## config.mk

```make
export PLATFORM = sky130hd
export DESIGN_NAME = conv1_layer_ctrl
export DESIGN_NICKNAME = d
export VERILOG_FILES = /design/src/rtl/conv1_ctrl_pkg.sv /design/src/rtl/conv1_res_packer.sv /design/src/rtl/conv1_layer_ctrl.sv
export SDC_FILE = /design/constraint.sdc
export NUM_CORES = 1
export LEC_CHECK = 0
export BUFFER_PORTS_ARGS = -buffer_cell sky130_fd_sc_hd__buf_2
export CAP_MARGIN = 20
export CELL_PAD_IN_SITES_DETAIL_PLACEMENT = 0
export CELL_PAD_IN_SITES_GLOBAL_PLACEMENT = 1
export CORE_ASPECT_RATIO = 2
export CORE_MARGIN = 2
export CORE_UTILIZATION = 40
export CTS_CLUSTER_SIZE = 12
export DETAILED_ROUTE_END_ITERATION = 8
export GPL_ROUTABILITY_DRIVEN = 0
export GPL_TIMING_DRIVEN = 0
export HOLD_SLACK_MARGIN = 0.08
export PLACE_DENSITY_LB_ADDON = 0.1
export SKIP_CTS_REPAIR_TIMING = 1
export SYNTH_ARGS = -nofsm -noshare
export SYNTH_HDL_FRONTEND = slang
export SYNTH_SLANG_ARGS = --single-unit
```

## constraint.sdc

```tcl
create_clock -name clk -period 2.93 [get_ports clk]
set_input_delay 0.586 -clock clk [delete_from_list [all_inputs] [get_ports clk]]
set_output_delay 0.586 -clock clk [all_outputs]
set_load 0.02 [all_outputs]
```

## src/rtl/conv1_ctrl_pkg.sv

```systemverilog
// Shared definitions for the conv1 layer sequencer: FSM encoding, layer geometry and
// derived sizes, CLEAR phase length.
package conv1_ctrl_pkg;

    typedef enum logic [2:0] {
        StIdle,
        StClear,
        StLoad,
        StRun,
        StDone
    } state_e;

    localparam int unsigned I_SIZE     = 28;
    localparam int unsigned K_SIZE     = 5;
    localparam int unsigned P_SIZE     = 2;
    localparam int unsigned CO         = 4;
    localparam int unsigned N_PIX      = I_SIZE * I_SIZE;
    localparam int unsigned OUT_SIDE   = (I_SIZE - K_SIZE + 1) / P_SIZE;
    localparam int unsigned OUT_PER_CH = OUT_SIDE * OUT_SIDE;
    localparam int unsigned CLR_LEN    = 2;

endpackage

```

## src/rtl/conv1_res_packer.sv

```systemverilog
// Result-buffer write packer: registers pooled results, allocates flat addresses,
// tracks channels and flags per-channel count mismatches and buffer overflow.
module conv1_res_packer
    import conv1_ctrl_pkg::*;
#(
    parameter int unsigned O_BW   = 16,
    parameter int unsigned RES_AW = 10
) (
    input  logic              clk,
    input  logic              rst,
    input  logic              i_clear,
    input  logic              i_run,
    input  logic              i_en,
    input  logic [O_BW-1:0]   i_result,
    input  logic              i_ch_end,
    input  logic              i_allch_end,
    output logic              o_res_we,
    output logic [RES_AW-1:0] o_res_addr,
    output logic [O_BW-1:0]   o_res_data,
    output logic [1:0]        o_ch_idx,
    output logic              o_err
);

    localparam int unsigned TOTAL = CO * OUT_PER_CH;
    localparam int unsigned CNT_W = $clog2(OUT_PER_CH + 1) + 1;
    localparam int unsigned CH_W  = $clog2(CO + 1);

    logic [RES_AW:0]     r_next_addr;
    logic [RES_AW-1:0]   r_addr;
    logic [O_BW-1:0]     r_data;
    logic                r_we;
    logic [CNT_W-1:0]    r_ch_res;
    logic [CH_W-1:0]     r_ch_cnt;
    logic [CNT_W-1:0]    w_ch_res_inc;
    logic [CH_W-1:0]     w_ch_cnt_inc;
    logic                w_hit;
    logic                w_full;
    logic                w_take;
    logic                w_drop;
    logic                w_ch_evt;
    logic                w_all_evt;

    assign w_hit     = i_run & i_en;
    assign w_full    = (r_next_addr == (RES_AW + 1)'(TOTAL));
    assign w_take    = w_hit & ~w_full;
    assign w_drop    = w_hit & w_full;
    assign w_ch_evt  = i_run & i_ch_end;
    assign w_all_evt = i_run & i_allch_end;

    // A result arriving with ch_end belongs to the channel that is ending
    assign w_ch_res_inc = (w_hit && (r_ch_res != '1)) ? r_ch_res + 1'b1 : r_ch_res;
    assign w_ch_cnt_inc = (w_ch_evt && (r_ch_cnt != '1)) ? r_ch_cnt + 1'b1 : r_ch_cnt;

    assign o_err = w_drop
                 | (w_ch_evt && (w_ch_res_inc != CNT_W'(OUT_PER_CH)))
                 | (w_all_evt && (w_ch_cnt_inc != CH_W'(CO)));

    always_ff @(posedge clk or posedge rst) begin
        if (rst) begin
            r_next_addr <= '0;
            r_addr      <= '0;
            r_data      <= '0;
            r_we        <= 1'b0;
            r_ch_res    <= '0;
            r_ch_cnt    <= '0;
        end else if (i_clear) begin
            r_next_addr <= '0;
            r_we        <= 1'b0;
            r_ch_res    <= '0;
            r_ch_cnt    <= '0;
        end else begin
            r_we <= w_take;
            if (w_take) begin
                r_data      <= i_result;
                r_addr      <= r_next_addr[RES_AW-1:0];
                r_next_addr <= r_next_addr + 1'b1;
            end
            r_ch_cnt <= w_ch_cnt_inc;
            r_ch_res <= w_ch_evt ? '0 : w_ch_res_inc;
        end
    end

    assign o_res_we   = r_we;
    assign o_res_addr = r_addr;
    assign o_res_data = r_data;
    assign o_ch_idx   = (r_ch_cnt >= CH_W'(CO)) ? 2'(CO - 1) : 2'(r_ch_cnt);

endmodule

```

## src/rtl/conv1_layer_ctrl.sv

```systemverilog
// Sequencer for the conv1 layer: pixel load, layer run, result packing, status.
// Optional cycle counters enabled by defining CONV1_CTRL_PERF_EN.
module conv1_layer_ctrl
    import conv1_ctrl_pkg::*;
#(
    parameter int unsigned I_BW   = 8,
    parameter int unsigned O_BW   = 16,
    parameter int unsigned PIX_AW = 10,
    parameter int unsigned RES_AW = 10
) (
    input  logic              clk,
    input  logic              rst,
    input  logic              i_start,
    input  logic              i_abort,
    input  logic              i_pix_valid,
    input  logic [I_BW-1:0]   i_pix_data,
    output logic              o_pix_ready,
    output logic              o_layer_ce,
    output logic              o_layer_mem_we,
    output logic [I_BW-1:0]   o_layer_fmap,
    output logic              o_layer_user_reset,
    input  logic              i_layer_en,
    input  logic [O_BW-1:0]   i_layer_result,
    input  logic              i_layer_ch_end,
    input  logic              i_layer_allch_end,
    output logic              o_res_we,
    output logic [RES_AW-1:0] o_res_addr,
    output logic [O_BW-1:0]   o_res_data,
    output logic [1:0]        o_ch_idx,
    output logic              o_busy,
    output logic              o_done,
    output logic              o_err
`ifdef CONV1_CTRL_PERF_EN
    ,
    output logic [15:0]       o_cyc_load,
    output logic [19:0]       o_cyc_run
`endif
);

    state_e            r_state;
    state_e            w_next;
    logic [1:0]        r_clr_cnt;
    logic [PIX_AW-1:0] r_pix_cnt;
    logic [I_BW-1:0]   r_fmap;
    logic              r_ce_load;
    logic              r_mem_we;
    logic              r_err;
    logic              r_done;
    logic              w_pix_ready;
    logic              w_user_reset;
    logic              w_busy;
    logic              w_hs;
    logic              w_run;
    logic              w_clear;
    logic              w_pk_err;

    always_ff @(posedge clk or posedge rst) begin
        if (rst) begin
            r_state <= StIdle;
        end else begin
            r_state <= w_next;
        end
    end

    always_comb begin
        w_next       = r_state;
        w_pix_ready  = 1'b0;
        w_user_reset = 1'b0;
        w_busy       = 1'b0;
        case (r_state)
            StIdle: begin
                w_user_reset = 1'b1;
                if (i_start) w_next = StClear;
            end
            StClear: begin
                w_user_reset = 1'b1;
                w_busy       = 1'b1;
                if (!i_abort && (r_clr_cnt == 2'(CLR_LEN - 1))) w_next = StLoad;
            end
            StLoad: begin
                w_pix_ready = 1'b1;
                w_busy      = 1'b1;
                if (i_abort) begin
                    w_next = StClear;
                end else if (i_pix_valid && (r_pix_cnt == PIX_AW'(N_PIX - 1))) begin
                    w_next = StRun;
                end
            end
            StRun: begin
                w_busy = 1'b1;
                if (i_abort) begin
                    w_next = StClear;
                end else if (i_layer_allch_end) begin
                    w_next = StDone;
                end
            end
            StDone: begin
                if (i_start) w_next = StClear;
            end
            default: w_next = StIdle;
        endcase
    end

    assign w_hs    = w_pix_ready & i_pix_valid;
    assign w_run   = (r_state == StRun);
    assign w_clear = (r_state == StClear);

    // mem_we is delayed with fmap/ce so the final pixel's write lands in the first RUN cycle
    always_ff @(posedge clk or posedge rst) begin
        if (rst) begin
            r_clr_cnt <= '0;
            r_pix_cnt <= '0;
            r_fmap    <= '0;
            r_ce_load <= 1'b0;
            r_mem_we  <= 1'b0;
            r_err     <= 1'b0;
            r_done    <= 1'b0;
        end else begin
            r_clr_cnt <= (w_clear && !i_abort) ? r_clr_cnt + 1'b1 : 2'd0;
            if (w_clear) begin
                r_pix_cnt <= '0;
            end else if (w_hs) begin
                r_pix_cnt <= r_pix_cnt + 1'b1;
            end
            r_ce_load <= w_hs;
            if (w_hs) r_fmap <= i_pix_data;
            r_mem_we <= (r_state == StLoad);
            r_done   <= (w_next == StDone);
            if (w_clear) begin
                r_err <= 1'b0;
            end else if ((i_start && w_busy) || w_pk_err) begin
                r_err <= 1'b1;
            end
        end
    end

    conv1_res_packer #(
        .O_BW   (O_BW),
        .RES_AW (RES_AW)
    ) u_packer (
        .clk         (clk),
        .rst         (rst),
        .i_clear     (w_clear),
        .i_run       (w_run),
        .i_en        (i_layer_en),
        .i_result    (i_layer_result),
        .i_ch_end    (i_layer_ch_end),
        .i_allch_end (i_layer_allch_end),
        .o_res_we    (o_res_we),
        .o_res_addr  (o_res_addr),
        .o_res_data  (o_res_data),
        .o_ch_idx    (o_ch_idx),
        .o_err       (w_pk_err)
    );

`ifdef CONV1_CTRL_PERF_EN
    logic [15:0] r_cyc_load;
    logic [19:0] r_cyc_run;

    always_ff @(posedge clk or posedge rst) begin
        if (rst) begin
            r_cyc_load <= '0;
            r_cyc_run  <= '0;
        end else if (w_clear) begin
            r_cyc_load <= '0;
            r_cyc_run  <= '0;
        end else begin
            if ((r_state == StLoad) && (r_cyc_load != '1)) r_cyc_load <= r_cyc_load + 1'b1;
            if (w_run && (r_cyc_run != '1)) r_cyc_run <= r_cyc_run + 1'b1;
        end
    end

    assign o_cyc_load = r_cyc_load;
    assign o_cyc_run  = r_cyc_run;
`endif

    assign o_pix_ready        = w_pix_ready;
    assign o_layer_ce         = r_ce_load | w_run;
    assign o_layer_mem_we     = r_mem_we;
    assign o_layer_fmap       = r_fmap;
    assign o_layer_user_reset = w_user_reset;
    assign o_busy             = w_busy;
    assign o_done             = r_done;
    assign o_err              = r_err;

endmodule

```

**Word-level counts from Yosys, hierarchy flattened**

Index checks and enable logic that the tools add are counted.

- Add/subtract/negate cells: 5
- $lt $le $gt $ge: 1
- Eq/ne operators: 12
- Multiplexer cells: 24
- Bitwise gates (word level): 11
- Reduce and logical (&&, ||, !) cells: 18

Operator list:

| kind | number |
|---|---|
| 2-to-1 mux 9 bit | 3 |
| 2-to-1 mux 3 bit | 8 |
| 2-to-1 mux 11 bit | 2 |
| 2-to-1 mux 10 bit | 2 |
| case mux 3 bit (4 select lines) | 1 |
| adder 11 x 1 -> 11 bit (second input constant) | 1 |
| equality test 11 x 10 -> 1 bit (second input constant) | 1 |
| adder 10 x 1 -> 10 bit (second input constant) | 1 |
| equality test 10 bit (second input constant) | 1 |
| adder 9 x 1 -> 9 bit (second input constant) | 1 |
| inequality test 9 x 8 -> 1 bit (second input constant) | 1 |
| inequality test 9 bit (second input constant) | 1 |
| logical AND 1 bit | 8 |
| AND 1 bit | 6 |
| equality test 3 x 2 -> 1 bit (second input constant) | 2 |
| equality test 3 bit (second input constant) | 2 |
| 2-to-1 mux 1 bit | 6 |
| inequality test 3 bit (second input constant) | 2 |
| nonzero test 2 bit | 3 |
| 2-to-1 mux 2 bit | 2 |
| OR reduction 2 bit | 2 |
| adder 3 x 1 -> 3 bit (second input constant) | 1 |
| equality test 3 x 1 -> 1 bit (second input constant) | 1 |
| >= comparator 3 bit (second input constant) | 1 |
| 9 further kinds | 12 |

- Flip-flop bits (word level): 77
- Output and inout port bits: 44

**Depth between registers and ports, before layout**

- Depth in word-level cells: 11
- Depth in mapped cells: 10
- Mapped depth without buffers: 9

**By module**

Synthesis repeated with hierarchy kept, for this count alone.

- Cell total of the unflattened synthesis: 319
- Area total of the unflattened synthesis: 3701.0 sq um

Modules (own cells, without submodules):

| module | instances | cells an instance | area an instance (sq um) | sequential area each (sq um) |
|---|---|---|---|---|
| conv1_res_packer | 1 | 206 | 2473.6 | 1251.2 |
| conv1_layer_ctrl | 1 | 113 | 1227.4 | 675.6 |

**Least setup slack after synthesis**

No wires, ideal clock.

- Path kind: register -> register
- Start point: register u_packer.r_ch_res[0]
- End point: register r_err, in the netlist o_err
- Setup time: 0.144 ns
- Arrival: 2.334 ns
- Required time: 2.786 ns
- Path slack: 0.452 ns
- Cell stages (with the launch flop): 11
- Buffers on the path: 1
- Period minus slack after synthesis: 2.478 ns
- Path through: dfrtp_1 -> ha_1 -> nand3_1 -> nor2_1 -> and3_1 -> ha_1 -> clkbuf_1 -> nor2_1 -> nor2_1 -> a2111oi_0 -> a211oi_1

- Word-level cells in the longest chain between the ends: 9

Ends and longest elaborated chain:

| item | line | text |
|---|---|---|
| start: declaration | conv1_res_packer.sv:32 | `logic [CNT_W-1:0] r_ch_res;` |
| start signal: assignment | conv1_res_packer.sv:79 | `r_ch_res <= w_ch_evt ? '0 : w_ch_res_inc;` |
| branches (longest 2 deep; another with adder 9 x 1 -> 9 bit) | -- |  |
| 2-to-1 mux 9 bit (*) | conv1_res_packer.sv:51 | `assign w_ch_res_inc = (w_hit && (r_ch_res != '1)) ? r_ch_res + 1'b1 : r_ch_res;` |
| inequality test 9 x 8 -> 1 bit (*) | conv1_res_packer.sv:55 | `\| (w_ch_evt && (w_ch_res_inc != CNT_W'(OUT_PER_CH)))` |
| logical AND 1 bit (*) | conv1_res_packer.sv:55 |  |
| OR 1 bit (*) | conv1_res_packer.sv:55 |  |
| OR 1 bit (*) | conv1_res_packer.sv:56 | `\| (w_all_evt && (w_ch_cnt_inc != CH_W'(CO)));` |
| logical OR 1 bit (*) | conv1_layer_ctrl.sv:131 | `end else if ((i_start && w_busy) \|\| w_pk_err) begin` |
| nonzero test 2 bit (no source line) (*) | -- |  |
| end signal: assignment | conv1_layer_ctrl.sv:116 | `r_err <= 1'b0;` |
| end signal: assignment | conv1_layer_ctrl.sv:130 | `r_err <= 1'b0;` |
| end signal: assignment | conv1_layer_ctrl.sv:132 | `r_err <= 1'b1;` |
| end: declaration | conv1_layer_ctrl.sv:47 | `logic r_err;` |

Every way passes the cells marked *.
A chain may end at the register's enable or synchronous reset.

**Worst setup path in the final report**

Ends and elaborated chain as after synthesis.

==> flow_metrics.tcl <==
set metrics [dict create \
    status "finished clean" \
    initial_core_util_pct 40.5 \
    synth_seq_cells 77 \
    tritoncts.num_buffers 9 \
    worst_slew_pin_slew_ns 0.763 \
    globalRouteTotalUtil_pct 18.2 \
    fraction_of_the_mapped_netlist_area_in_adder_cells_pct 2.78 \
    synth-simple-area-share_pct 18.7 \
    drt.antenna.violating_nets 0 \
    chipWidth_um 71.1 \
    gr-total-overflow 0 \
    cts_tree "done" \
    min-delay-path-class "in2async" \
    boundaryPins 76 \
    tritoncts_num_sinks 77 \
    dieHeight_um 138 \
    final-hold-violation-count 0 \
    timing.max_cap.violations 0 \
    wl_met3_um 336 \
    fillCellCount 869 \
    fin_crit_sh_pct 91.4 \
    largest_vdd_supply_drop_v 0.000470 \
    number_of_inserted_diodes 0 \
    period_minus_slack_ns 2.68 \
    synth_edf_count 0 \
    grt_antenna_before_repair 0 \
    first_global_vias 3001 \
    synthesis.area_um2 3600 \
    worstReg2RegStart "u_packer.r_ch_res[0]$_DFF_PP0_" \
    synth-compound-area-share_pct 7.50 \
    worstReg2RegEnd "o_err$_DFFE_PP0P_" \
    synth.yosys.seq_area_share_pct 53.5 \
    p_clk_share_pct 31.6 \
    max-clock-path-buffers 2 \
    p_sw_share_pct 33.4 \
    slew_headroom_pct 48.7 \
    power-per-cell-area_nw_per_um2 795 \
    die-area_um2 9830 \
    met1_length_um 3130 \
    critical_path_arrival_ns 2.86 \
    number_of_nets_in_the_layout 462 \
    detailroute.wirelength.met2_um 4330 \
    critical-path-slowest-cell "dfrtp_1" \
    wl_per_instance_um 15.3 \
    syn-mean-instance-area_um2 10.7 \
    yosysWarningCount 0 \
    final_worst_path_setup_slack_ns 0.251 \
    grt_pass1_wl_um 14100 \
    endpoint_kind "register" \
    cts_root_buffer "clkbuf_16" \
    synth_nets 376 \
    numPortBuffers 75 \
    synth_top_family_by_area "simple AND/OR/NAND/NOR gates" \
    critical_path_class "reg2reg" \
    preCtsSetupSlack_ns -0.460 \
    rsz0062_at_grt "no" \
    grt_start_max_net_pins 51 \
    clkTransAtPathRegs_ns 0.06 \
    post-layout-total-power_mw 3.54 \
    worst-r2r-cell-count 9 \
    final.hold.worst_slack_ns 0.234 \
    netlist-cell-type-count 51 \
    highest_metal_layer_used_by_the_detailed_router "met4" \
    timing.critical_path.cells "ha_1 -> nand3_1 -> nor2_1 -> and3_1 -> ha_2 -> nor2_1 -> nand3_1 -> a2111oi_2 -> a211oi_1" \
    cp_data_required_time_ns 3.11 \
    synthMuxAreaShare_pct 8.40 \
    aggregate_routed_wire_length_um 8100 \
    coreArea_um2 8890 \
    drt_drc_violations_left 0 \
    htree_num_levels 3 \
    floorplan.rows 49 \
    postLayoutCoreUtil_pct 50.1 \
    postSynthCellCount 336 \
    path_max_fanout 7 \
    internal_power_mw 2.36 \
    crit_path_max_incr_delay_ns 0.48 \
    dr.first_iter.drc_count 120 \
    synthXorXnorAreaFrac_pct 5.83 \
    setup_skew_after_layout_ns 0.00922 \
    drt-pass1-iter-count 4 \
    combPwrFrac_pct 29.6 \
    area_growth_synth_to_finish_pct 23.5 \
    cellLeakagePower_nw 2.13 \
    report.final.slew_viol_count 0 \
    ys.flop_type "dfrtp_1" \
    seq_power_share_pct 38.8 \
    detail_routed_via_count_per_cell 5.29 \
    detailroute.via_count 2792 \
    hpwl_um 6040 \
    r2r_slack_ns 0.25 \
    clk-insertion-delay-late_ns 0.34 \
    worstSetupStartpointType "register" \
    final_layout_size_suffix_gt1_share_pct 32.2 \
    clock.fmax_ghz 0.373 \
    setup_violations 0 \
    net-switching-power_mw 1.18 \
    async_reset_ff_share_pct 100 \
]
-- through the flow --
step                cell area [um2]  std cells  setup TNS (ns)
finish                         4450        528               0
detailed placement             4140        514          -0.460
global route                   4450        528               0
floorplan                      3600        336               0
global placement               4110        513          -51.45
CTS                            4440        529          -0.472
-- worst max-delay path: cells and delay by family, from the launching register on --
| family | cells | cell delay (ns) |
|---|---|---|
| fa+ha+maj | 2 | 0.57 |
| compound gates | 2 | 0.60 |
| flops | 1 | 0.48 |
| simple gates | 5 | 0.88 |
-- per-layer routing --
layer	GRT usage (%)	up-vias
li1	-	1338
met1	20.2	1370
met2	31.4	64
met3	4.30	20
met4	9.93	0
met5	0	-
-- final cells by class --
type | instances | area, um2 | area share (%)
flip-flops and latches | 77 | 1930 | 43.3
multi-input cells | 232 | 1570 | 35.3
repair buffers | 76 | 403 | 9.05
clock buffers | 12 | 256 | 5.76
well taps | 102 | 128 | 2.87
plain buffers | 14 | 72.6 | 1.63
inverters | 12 | 47.5 | 1.07
clock inverters | 3 | 45.0 | 1.01
-- cell usage in the layout (no fill, tap or decap), types with 8 or more instances in the layout --
cell	count
dfrtp_1	77
nor3_1	10
o21ai_0	14
clkbuf_16	9
nand2_1	39
a21oi_1	10
buf_2	78
clkbuf_1	8
mux2_2	26
inv_1	11
nor2_1	29
xnor2_1	14
xor2_1	10
nand3_1	11
-- how the worst max path moves through the flow --
| stage | end | depth (start not counted) | slack [ns] | start |
|---|---|---|---|---|
| floorplan | o_done$_DFF_PP0_ | 1 | 0.38 | rst |
| global placement | u_packer.o_res_addr[7]$_DFFE_PP0P_ | 2 | -0.67 | rst |
| detailed placement | o_err$_DFFE_PP0P_ | 10 | -0.46 | u_packer.r_ch_res[0]$_DFF_PP0_ |
| CTS | o_err$_DFFE_PP0P_ | 10 | -0.47 | u_packer.r_ch_res[0]$_DFF_PP0_ |
| global route | o_err$_DFFE_PP0P_ | 9 | 0.06 | u_packer.r_ch_res[0]$_DFF_PP0_ |
| finish | o_err$_DFFE_PP0P_ | 9 | 0.25 | u_packer.r_ch_res[0]$_DFF_PP0_ |
-- logic make-up (layout without fill, tap and decap cells) --
kind of cell	count (synthesis)	in the layout
AOI/OAI and AO/OA	42	42
xor gates and xnor gates	24	24
adders and majority gates	8	8
buffers and inverters	27	117
DFF	77	77
muxes	27	27
and+or+nand+nor	131	131
-- synth_stat cells (2+ instances only) --
| library cell | instances | share of area [%] |
|---|---|---|
| a32o_1 | 2 | 0.56 |
| nand2_1 | 39 | 4.1 |
| nand3_1 | 11 | 1.5 |
| nor3_1 | 10 | 1.4 |
| or2_2 | 3 | 0.52 |
| buf_4 | 2 | 0.42 |
| dfrtp_1 | 77 | 53 |
| a211oi_1 | 2 | 0.42 |
| buf_2 | 3 | 0.42 |
| clkbuf_1 | 8 | 0.83 |
| nand4_1 | 6 | 1.0 |
| nor2_2 | 2 | 0.35 |
| nor2_1 | 30 | 3.1 |
| xor2_1 | 10 | 2.4 |
| ha_1 | 8 | 2.8 |
| inv_1 | 12 | 1.2 |
| and4b_1 | 2 | 0.56 |
| o21ai_0 | 14 | 1.9 |
| and2_1 | 2 | 0.35 |
| or3_1 | 7 | 1.2 |
| o31ai_1 | 2 | 0.42 |
| and3_1 | 2 | 0.35 |
| xnor2_1 | 14 | 3.4 |
| nor4_1 | 5 | 0.87 |
| nor2b_1 | 3 | 0.52 |
| a21oi_1 | 10 | 1.4 |
| mux2_2 | 26 | 8.1 |
-- power by group through the flow --
stage                     Sequential, mW  Combinational [mW]  Clock, mW
final                               1.37                1.05       1.12
after global routing                1.40                1.14       1.17
after CTS                           1.38                1.07       1.14
after detailed placement            1.39                1.06          0
after global placement              1.38                1.04          0
after floorplan                     1.60               0.481          0
-- state kept, by name, summed over array words and instances (netlist names) --
register,flops
r_pix_cnt,10
u_packer.r_ch_cnt,3
r_state,3
o_err,1
r_ce_load,1
u_packer.o_res_addr,10
u_packer.o_res_we,1
u_packer.r_next_addr,11
r_clr_cnt,2
o_done,1
u_packer.r_ch_res,9
o_layer_mem_we,1
o_layer_fmap,8
u_packer.o_res_data,16
No activity file was read; power rests on OpenSTA's default activity.
